**src/rtl/uart_pkg.sv**
```systemverilog
// -----------------------------------------------------------------------------
// uart_pkg
// Shared definitions for the UART transmitter: frame-controller state type,
// parity-mode encodings, data width and the parity helper.
// No ports (package).
// -----------------------------------------------------------------------------
package uart_pkg;

    localparam int DATA_BITS = 8;

    // Parity-mode encodings used by the PARITY parameter of uart_tx.
    localparam int PAR_NONE = 0;
    localparam int PAR_EVEN = 1;
    localparam int PAR_ODD  = 2;

    typedef enum logic [2:0] {
        ST_IDLE,
        ST_START,
        ST_DATA,
        ST_PARITY,
        ST_STOP
    } state_e;

    // Even parity is the XOR of all data bits; odd parity is its inverse.
    function automatic logic parity_bit(input logic [DATA_BITS-1:0] d, input int mode);
        return (^d) ^ (mode == PAR_ODD);
    endfunction

endpackage

```
**src/rtl/uart_baud_cnt.sv**
```systemverilog
// -----------------------------------------------------------------------------
// uart_baud_cnt
// Per-bit cycle counter. Counts 0 .. CLKS_PER_BIT-1 and pulses bit_done_o on
// the last cycle of each bit, then wraps to 0 so the next bit starts cleanly.
// Ports:
//   clk        in   system clock (rising edge)
//   rst        in   synchronous active-high reset
//   restart_i  in   hold the counter at 0 (asserted while the line is idle)
//   bit_done_o out  high on the final cycle of the current bit
// -----------------------------------------------------------------------------
module uart_baud_cnt #(
    parameter int CLKS_PER_BIT = 16
) (
    input  logic clk,
    input  logic rst,
    input  logic restart_i,
    output logic bit_done_o
);

    localparam int                CNT_W    = (CLKS_PER_BIT > 1) ? $clog2(CLKS_PER_BIT) : 1;
    localparam logic [CNT_W-1:0]  CNT_LAST = CNT_W'(CLKS_PER_BIT - 1);

    logic [CNT_W-1:0] cnt_q;
    logic [CNT_W-1:0] cnt_d;

    assign bit_done_o = (cnt_q == CNT_LAST);

    always_comb begin
        // NOTE: every signal written in always_comb gets a default first, so
        // no path can leave it unassigned and infer a latch.
        cnt_d = cnt_q + CNT_W'(1);
        if (restart_i || bit_done_o) begin
            cnt_d = '0;
        end
    end

    // NOTE: state registers use non-blocking assignments so every flop samples
    // the pre-edge values, independent of statement order.
    always_ff @(posedge clk) begin
        if (rst) begin
            cnt_q <= '0;
        end else begin
            cnt_q <= cnt_d;
        end
    end

endmodule

```
**src/rtl/uart_tx.sv**
```systemverilog
// -----------------------------------------------------------------------------
// uart_tx
// 8-bit UART transmitter: start bit, 8 data bits LSB first, optional parity,
// STOP_BITS stop bits, each bit held for CLKS_PER_BIT cycles. tx and busy are
// registered; they are computed from the next state so they change on the
// same edge as the state register.
// Parameters:
//   CLKS_PER_BIT  clock cycles per serial bit (>= 2)
//   PARITY        0 none, 1 even, 2 odd
//   STOP_BITS     1 or 2
// Ports:
//   clk         in   system clock (rising edge)
//   rst         in   synchronous active-high reset, aborts any frame
//   data[7:0]   in   byte to transmit, latched when a frame is accepted
//   data_valid  in   level-sensitive transmit request, sampled only in idle
//   tx          out  serial line, idle high
//   busy        out  high for exactly the frame length
// -----------------------------------------------------------------------------
module uart_tx
    import uart_pkg::*;
#(
    parameter int CLKS_PER_BIT = 16,
    parameter int PARITY       = 0,
    parameter int STOP_BITS    = 1
) (
    input  logic                 clk,
    input  logic                 rst,
    input  logic [DATA_BITS-1:0] data,
    input  logic                 data_valid,
    output logic                 tx,
    output logic                 busy
);

    state_e               state_q,   state_d;
    logic [DATA_BITS-1:0] shift_q,   shift_d;
    logic                 par_q,     par_d;
    logic [2:0]           bit_idx_q, bit_idx_d;
    logic                 tx_q,      tx_d;
    logic                 busy_q,    busy_d;

    logic                 bit_done;

    // The counter idles at 0, so the first bit after acceptance is full length.
    uart_baud_cnt #(
        .CLKS_PER_BIT (CLKS_PER_BIT)
    ) u_baud_cnt (
        .clk        (clk),
        .rst        (rst),
        .restart_i  (state_q == ST_IDLE),
        .bit_done_o (bit_done)
    );

    always_comb begin
        state_d   = state_q;
        shift_d   = shift_q;
        par_d     = par_q;
        bit_idx_d = bit_idx_q;
        tx_d      = tx_q;
        busy_d    = busy_q;

        case (state_q)
            ST_IDLE: begin
                tx_d   = 1'b1;
                busy_d = 1'b0;
                if (data_valid) begin
                    state_d   = ST_START;
                    shift_d   = data;
                    // Parity is captured with the byte so later data changes
                    // cannot disturb the frame in flight.
                    par_d     = parity_bit(data, PARITY);
                    bit_idx_d = '0;
                    tx_d      = 1'b0;
                    busy_d    = 1'b1;
                end
            end

            ST_START: begin
                if (bit_done) begin
                    state_d   = ST_DATA;
                    bit_idx_d = '0;
                    tx_d      = shift_q[0];
                end
            end

            ST_DATA: begin
                if (bit_done) begin
                    if (bit_idx_q == 3'(DATA_BITS - 1)) begin
                        bit_idx_d = '0;
                        if (PARITY != PAR_NONE) begin
                            state_d = ST_PARITY;
                            tx_d    = par_q;
                        end else begin
                            state_d = ST_STOP;
                            tx_d    = 1'b1;
                        end
                    end else begin
                        bit_idx_d = bit_idx_q + 3'd1;
                        shift_d   = shift_q >> 1;
                        tx_d      = shift_q[1];
                    end
                end
            end

            ST_PARITY: begin
                if (bit_done) begin
                    state_d   = ST_STOP;
                    bit_idx_d = '0;
                    tx_d      = 1'b1;
                end
            end

            ST_STOP: begin
                // bit_idx counts stop bits here.
                if (bit_done) begin
                    if (bit_idx_q == 3'(STOP_BITS - 1)) begin
                        state_d   = ST_IDLE;
                        bit_idx_d = '0;
                        tx_d      = 1'b1;
                        busy_d    = 1'b0;
                    end else begin
                        bit_idx_d = bit_idx_q + 3'd1;
                    end
                end
            end

            default: begin
                state_d = ST_IDLE;
                tx_d    = 1'b1;
                busy_d  = 1'b0;
            end
        endcase
    end

    always_ff @(posedge clk) begin
        if (rst) begin
            state_q   <= ST_IDLE;
            // NOTE: the shift register is cleared on reset too, so no stale
            // byte survives an aborted frame.
            shift_q   <= '0;
            par_q     <= 1'b0;
            bit_idx_q <= '0;
            tx_q      <= 1'b1;
            busy_q    <= 1'b0;
        end else begin
            state_q   <= state_d;
            shift_q   <= shift_d;
            par_q     <= par_d;
            bit_idx_q <= bit_idx_d;
            tx_q      <= tx_d;
            busy_q    <= busy_d;
        end
    end

    assign tx   = tx_q;
    assign busy = busy_q;

endmodule

```
**config.mk**
```make
export PLATFORM = sky130hd
export DESIGN_NAME = uart_tx
export DESIGN_NICKNAME = d
export VERILOG_FILES = /design/src/rtl/uart_pkg.sv /design/src/rtl/uart_baud_cnt.sv /design/src/rtl/uart_tx.sv
export SDC_FILE = /design/constraint.sdc
export NUM_CORES = 1
export LEC_CHECK = 0
export ABC_AREA = 1
export CAP_MARGIN = 20
export CORE_MARGIN = 3
export CORE_UTILIZATION = 46
export CTS_BUF_LIST = sky130_fd_sc_hd__clkbuf_16
export DETAILED_ROUTE_END_ITERATION = 10
export PLACE_DENSITY = 0.73
export SETUP_SLACK_MARGIN = 0.4
export SYNTH_ARGS = -nofsm -noshare
export SYNTH_HDL_FRONTEND = slang
export SYNTH_SLANG_ARGS = --single-unit
```
**constraint.sdc**
```tcl
create_clock -name clk -period 1.8 [get_ports clk]
set_clock_uncertainty 0.1 [all_clocks]
set_input_delay 0.27 -clock clk [delete_from_list [all_inputs] [get_ports clk]]
set_output_delay 0.27 -clock clk [all_outputs]
set_load 0.02 [all_outputs]
```
==> results of run 1 <==
worst min-delay path by stage:
stage                              startpoint             endpoint  slack [ps]  cells past startpoint
final                     u_baud_cnt.cnt_q[0]  u_baud_cnt.cnt_q[0]         330                      1
after global routing      u_baud_cnt.cnt_q[0]  u_baud_cnt.cnt_q[0]         340                      1
after CTS                          shift_q[7]           shift_q[7]         360                      2
after detailed placement  u_baud_cnt.cnt_q[0]  u_baud_cnt.cnt_q[0]         350                      1
after global placement    u_baud_cnt.cnt_q[0]  u_baud_cnt.cnt_q[0]         330                      1
after floorplan                           rst                 busy         240                      1
logic make-up after synthesis:
family	Yosys count	share of synthesized area
AO/OA/AOI/OAI	15	0.0803
XOR/XNOR	2	0.0163
adder cells (fa/ha/maj)	4	0.0466
buffers and inverters	22	0.0896
flip-flops	20	0.373
AND/OR/NAND/NOR	97	0.395
Yosys cell counts:
library cell  instances
inv_2                 3
dfxtp_1              20
buf_2                 2
nor3_1                2
ha_1                  4
a21oi_1               4
nor2_8                1
nand2_1              46
nand3_1              12
nand2_2               1
buf_6                 1
xor2_1                1
buf_4                 1
and3_1                1
nor2_1               29
nor2_2                2
nand2_4               1
nand4_1               1
o21ai_0              10
o21ai_4               1
xnor2_1               1
inv_1                15
nand3_2               1
metal layers:
layer  vias to the layer above  GRT usage  routed length, um
met5                         -          0                  0
met4                         0      0.137                 89
met3                        13     0.0409                191
met2                        44      0.331               1430
met1                       497      0.268               1160
li1                        542          -                  -
worst max-delay path, stage by stage (launching register included):
cell and delay, ps:
dfxtp_2 340, ha_4 160, ha_4 160, inv_2 60, nand3_4 100, nand2_4 100, o21ai_4 80, buf_12 150
nand2_1 60, nand2_1 70, nor2_2 80
power by group:
group          total, mW  internal, mW  switching, mW  leakage [nW]
clock network      0.460         0.293          0.167        0.0370
registers          0.766         0.622          0.144         0.167
logic               1.58         0.654          0.925         0.484
registers in the layout, summed over array words and instances (netlist names):
signal,count
shift_q,8
u_baud_cnt.cnt_q,4
bit_idx_q,3
state_q,3
busy,1
tx,1
what timing repair did:
item	in CTS	in global routing
resized for setup	16	20
pin swaps	5	8
setup buffers	5	4
endpoints found under the setup margin	15	14
cell type report:
| type | instances | area [um2] | share of cell area |
|---|---|---|---|
| inverters | 18 | 67.6 | 0.0447 |
| repair buffers | 22 | 213 | 0.141 |
| flip-flops and latches | 20 | 413 | 0.273 |
| clock buffers | 3 | 75.1 | 0.0496 |
| well taps | 27 | 33.8 | 0.0223 |
| multi-input cells | 118 | 711 | 0.470 |
==> results.sh, run 1 <==
export IMPL_status="completed"
export IMPL_wl_mm=2.87
export IMPL_setup_viol=0
export IMPL_syn2layout_area_growth_pct=40.7
export IMPL_syn_area_um2=1070
export IMPL_worstSetupPathType="reg2reg"
export IMPL_cts_root_buf="clkbuf_16"
export IMPL_ys_ff_latch=20
export IMPL_fmax_ghz=0.659
export IMPL_rsz0062_at_grt="true"
export IMPL_p_total_mw=2.81
export IMPL_globalplace_congestion=0.900
export IMPL_syn_inst=160
export IMPL_cts_sinks=20
export IMPL_setup_worst_path_end="shift_q[6]"
export IMPL_setup_slack_ps=283
export IMPL_overflow=0
export IMPL_drt_iter0_drc=23
export IMPL_coreArea_um2=2080
export IMPL_start_util=0.516
export IMPL_die_w_um=54.3
export IMPL_regToRegStartpoint="bit_idx_q[1]"
export IMPL_cts_max_path_buffers=2
export IMPL_cts_htree_levels=1
export IMPL_rr_endpoint="shift_q[6]"
export IMPL_max_slew_margin=0.749
export IMPL_start_kind="register"
export IMPL_layout_common_cells="nand2_1, nor2_1, dfxtp_1, inv_1"
export IMPL_critPathRequiredTime_ps=1890
export IMPL_via_count=1096
export IMPL_postRouteAntennaNets=0
export IMPL_p_leak_nw=0.689
export IMPL_viasPerCell=5.27
export IMPL_yosysWarningCount=0
export IMPL_fillers=170
export IMPL_min_period_ps=1520
export IMPL_worstPathMaxFanout=7
export IMPL_place_area_um2=1250
export IMPL_io_buffers=12
export IMPL_hold_buffers=0
export IMPL_io_pins=13
export IMPL_powerDensity_nw_per_um2=1850
export IMPL_finalSetupTns_ps=0
export IMPL_cp_startpoint="bit_idx_q[1]"
export IMPL_yosysSeqAreaShare=0.373
export IMPL_synth_nets=175
export IMPL_dieArea_um2=2950
export IMPL_final_net_count=198
export IMPL_dp_hpwl_mm=1.70
export IMPL_drc_errors=0
export IMPL_insertion_delay_ps=250
export IMPL_worst_hold_path_type="reg2reg"
export IMPL_diodes=0
export IMPL_cts_clk_slew_worst_paths_ps=60
export IMPL_fin_area_um2=1510
export IMPL_fp_dieH_um=54.3
export IMPL_ir_drop_mv=1.22
export IMPL_yosysTopAreaCell="dfxtp_1"
export IMPL_cap_viol_max_count=0
export IMPL_track_usage=0.213
export IMPL_rrSetupSlack_ps=280
export IMPL_worst_pin_slew_ps=374
export IMPL_final_util=0.727
export IMPL_grt_pass1_wl_mm=4.52
export IMPL_wire_per_inst_um=13.8
export IMPL_reg2reg_depth=10
export IMPL_stdcell_count=208
export IMPL_placedCellCount=196
export IMPL_maxSlewViolCount=0
export IMPL_cp_end_kind="register"
export IMPL_first_global_vias=1061
export IMPL_fin_crit_sh=0.843
export IMPL_synth_area_top_cells="dfxtp_1, nand2_1, nor2_1"
export IMPL_yosysUniqueCellTypes=23
export IMPL_synth_area_per_cell_um2=6.72
export IMPL_final_common_cell="nand2_1"
export IMPL_rows=16
export IMPL_hold_slack_ps=326
export IMPL_finalHoldViolCount=0
export IMPL_layout_drive_gt1_share=0.298
export IMPL_arrival_ps=1610
export IMPL_grt_max_degree=18
export IMPL_antenna_found_initial=0
export IMPL_netlist_area_leader_share=0.373
export IMPL_post_place_ws_ps=233
export IMPL_firstDrtPassIters=4
export IMPL_cts_tree="yes"
export IMPL_cts_buffers=3
(Power assumes the default switching activity.)
==> run 2: changes to the inputs <==
==> constraint.sdc (replaced) <==
create_clock -name clk -period 1.4 [get_ports clk]
set_clock_uncertainty 0.1 [all_clocks]
set_input_delay 0.21 -clock clk [delete_from_list [all_inputs] [get_ports clk]]
set_output_delay 0.21 -clock clk [all_outputs]
set_load 0.02 [all_outputs]
==> run 2 against run 1 <==
The flow now finishes with violations (negative setup slack). Critical path depth unchanged. Final cell count increased by 3.4%. First-iteration DRC count decreased by 4.3%. Sequential cell count unchanged. Combinational power increased by 41%. Sequential share of layout area decreased by 1.5 points. Setup slack got worse by 300 ps. Non-clock buffer count increased by 6. Total power increased by 36%. Largest power group unchanged. Highest routed layer unchanged.
==> results.sh, run 2 (synthesized netlist as in run 1, its figures left out) <==
export IMPL_status="complete, but fails checks"
export IMPL_violations="negative setup slack"
export IMPL_reg2reg_depth=10
export IMPL_overflow=0
export IMPL_worstPathMaxFanout=4
export IMPL_worst_pin_slew_ps=277
export IMPL_worstSetupPathType="reg2reg"
export IMPL_final_net_count=205
export IMPL_io_buffers=12
export IMPL_p_leak_nw=0.727
export IMPL_rr_endpoint="state_q[1]"
export IMPL_fin_crit_sh=1.01
export IMPL_die_w_um=54.3
export IMPL_hp_start="u_baud_cnt.cnt_q[0]"
export IMPL_setup_viol=3
export IMPL_cap_viol_max_count=0
export IMPL_pwr_share_clk=0.155
export IMPL_wire_per_inst_um=13.5
export IMPL_rsz0062_at_grt="true"
export IMPL_fillers=146
export IMPL_dp_hpwl_mm=1.85
export IMPL_layout_common_cells="nand2_1, nor2_1, inv_1, dfxtp_1, buf_4"
export IMPL_grt_max_degree=14
export IMPL_hold_path_endpoint="u_baud_cnt.cnt_q[0]"
export IMPL_globalplace_congestion=0.880
export IMPL_cts_max_path_buffers=2
export IMPL_drt_iter0_drc=22
export IMPL_combPwrFrac=0.582
export IMPL_layout_drive_gt1_share=0.346
export IMPL_maxSlewViolCount=0
export IMPL_diodes=0
export IMPL_firstDrtPassIters=4
export IMPL_whs_path_depth=1
export IMPL_insertion_delay_ps=250
export IMPL_largest_register_ffs=8
export IMPL_cp_end_kind="register"
export IMPL_track_usage=0.233
export IMPL_hold_buffers=0
export IMPL_ir_drop_mv=1.45
export IMPL_pwr_share_seq=0.263
export IMPL_largestRegisters="shift_q: 8 flops, u_baud_cnt.cnt_q: 4 flops"
export IMPL_rows=16
export IMPL_postRouteAntennaNets=0
export IMPL_arrival_ps=1470
export IMPL_cts_buffers=3
export IMPL_cts_tree="yes"
export IMPL_viasPerCell=5.20
export IMPL_drc_errors=0
export IMPL_cts_htree_levels=1
export IMPL_cts_sinks=20
export IMPL_place_area_um2=1390
export IMPL_antenna_found_initial=0
export IMPL_syn2layout_area_growth_pct=50.6
export IMPL_grt_pass1_wl_mm=4.90
export IMPL_wl_mm=2.91
export IMPL_post_place_ws_ps=-104
export IMPL_max_slew_margin=0.815
export IMPL_powerDensity_nw_per_um2=2370
export IMPL_fin_area_um2=1620
export IMPL_netSwitchingFraction=0.439
export IMPL_min_period_ps=1420
export IMPL_fmax_ghz=0.704
export IMPL_first_global_vias=1113
export IMPL_fp_dieH_um=54.3
export IMPL_finalHoldViolCount=0
export IMPL_dieArea_um2=2950
export IMPL_hold_slack_ps=346
export IMPL_rrSetupSlack_ps=-20
export IMPL_start_kind="register"
export IMPL_final_common_cell="nand2_1"
export IMPL_cts_root_buf="clkbuf_16"
export IMPL_worst_hold_path_type="reg2reg"
export IMPL_setup_slack_ps=-20.3
export IMPL_via_count=1118
export IMPL_internal_power_mw=2.15
export IMPL_coreArea_um2=2080
export IMPL_regToRegStartpoint="bit_idx_q[1]"
export IMPL_final_util=0.778
export IMPL_largest_register="shift_q"
export IMPL_critPathRequiredTime_ps=1450
export IMPL_io_pins=13
export IMPL_start_util=0.516
export IMPL_cts_clk_slew_worst_paths_ps=60
export IMPL_p_sw_mw=1.68
==> run 2: critical path: stages, from the launching register on <==
cell and delay (ps):
dfxtp_2 340, ha_4 170, ha_4 160, inv_2 60, nand3_4 90, nand2_2 110
nor2_2 40, nand2_2 90, nand2_1 60, nand2_1 70, nor2_2 40
==> run 2: what timing repair did <==
action	4_1_cts	5_1_grt
pin swaps	14	3
resized for setup	29	14
setup buffers	1	1
setup endpoints to repair	22	22
gates cloned	1	0
==> run 2: cell type report <==
cell class / instances / area (um2) / area share
inverters: 18 / 77.6 / 0.0479
multi-input cells: 119 / 739 / 0.457
well taps: 27 / 33.8 / 0.0209
repair buffers: 28 / 275 / 0.170
flip-flops and latches: 20 / 418 / 0.258
clock buffers: 3 / 75.1 / 0.0464
==> run 2: per-layer routing <==
layer  wire (um)  up-vias  global-route usage
met5           0        -                   0
met4          88        0               0.116
met3         100       12              0.0518
met2        1440       25               0.398
met1        1290      523               0.269
li1            -      558                   -
==> run 2: stage by stage <==
stage	total power, mW	TNS, ps	instances
floorplan	2.20	0	160
global placement	2.60	-473	209
detailed placement	2.66	-723	209
CTS	3.55	0	214
global route	4.14	-888	215
finish	3.83	-37.4	215
==> run 2: how the worst max path moves through the flow <==
stage                             to         start
after floorplan           shift_q[0]  bit_idx_q[1]
after global placement    shift_q[1]    data_valid
after detailed placement  shift_q[0]    data_valid
after CTS                 shift_q[0]  bit_idx_q[1]
after global routing      shift_q[2]  bit_idx_q[0]
final                     state_q[1]  bit_idx_q[1]
==> run 2: power by group through the flow <==
stage / combinational (mW) / clock, mW / sequential, mW
finish: 2.23 / 0.594 / 1.01
global route: 2.49 / 0.619 / 1.03
CTS: 1.98 / 0.585 / 0.983
detailed placement: 1.69 / 0 / 0.970
global placement: 1.64 / 0 / 0.958
floorplan: 1.27 / 0 / 0.927
==> run 3: changes to the inputs <==
==> constraint.sdc (replaced) <==
create_clock -name clk -period 1.8 [get_ports clk]
set_clock_uncertainty 0.1 [all_clocks]
set_input_delay 0.27 -clock clk [delete_from_list [all_inputs] [get_ports clk]]
set_output_delay 0.27 -clock clk [all_outputs]
set_load 0.02 [all_outputs]
==> results of run 3 <==
Final layout, timing and power as in run 1 (identical DEF).
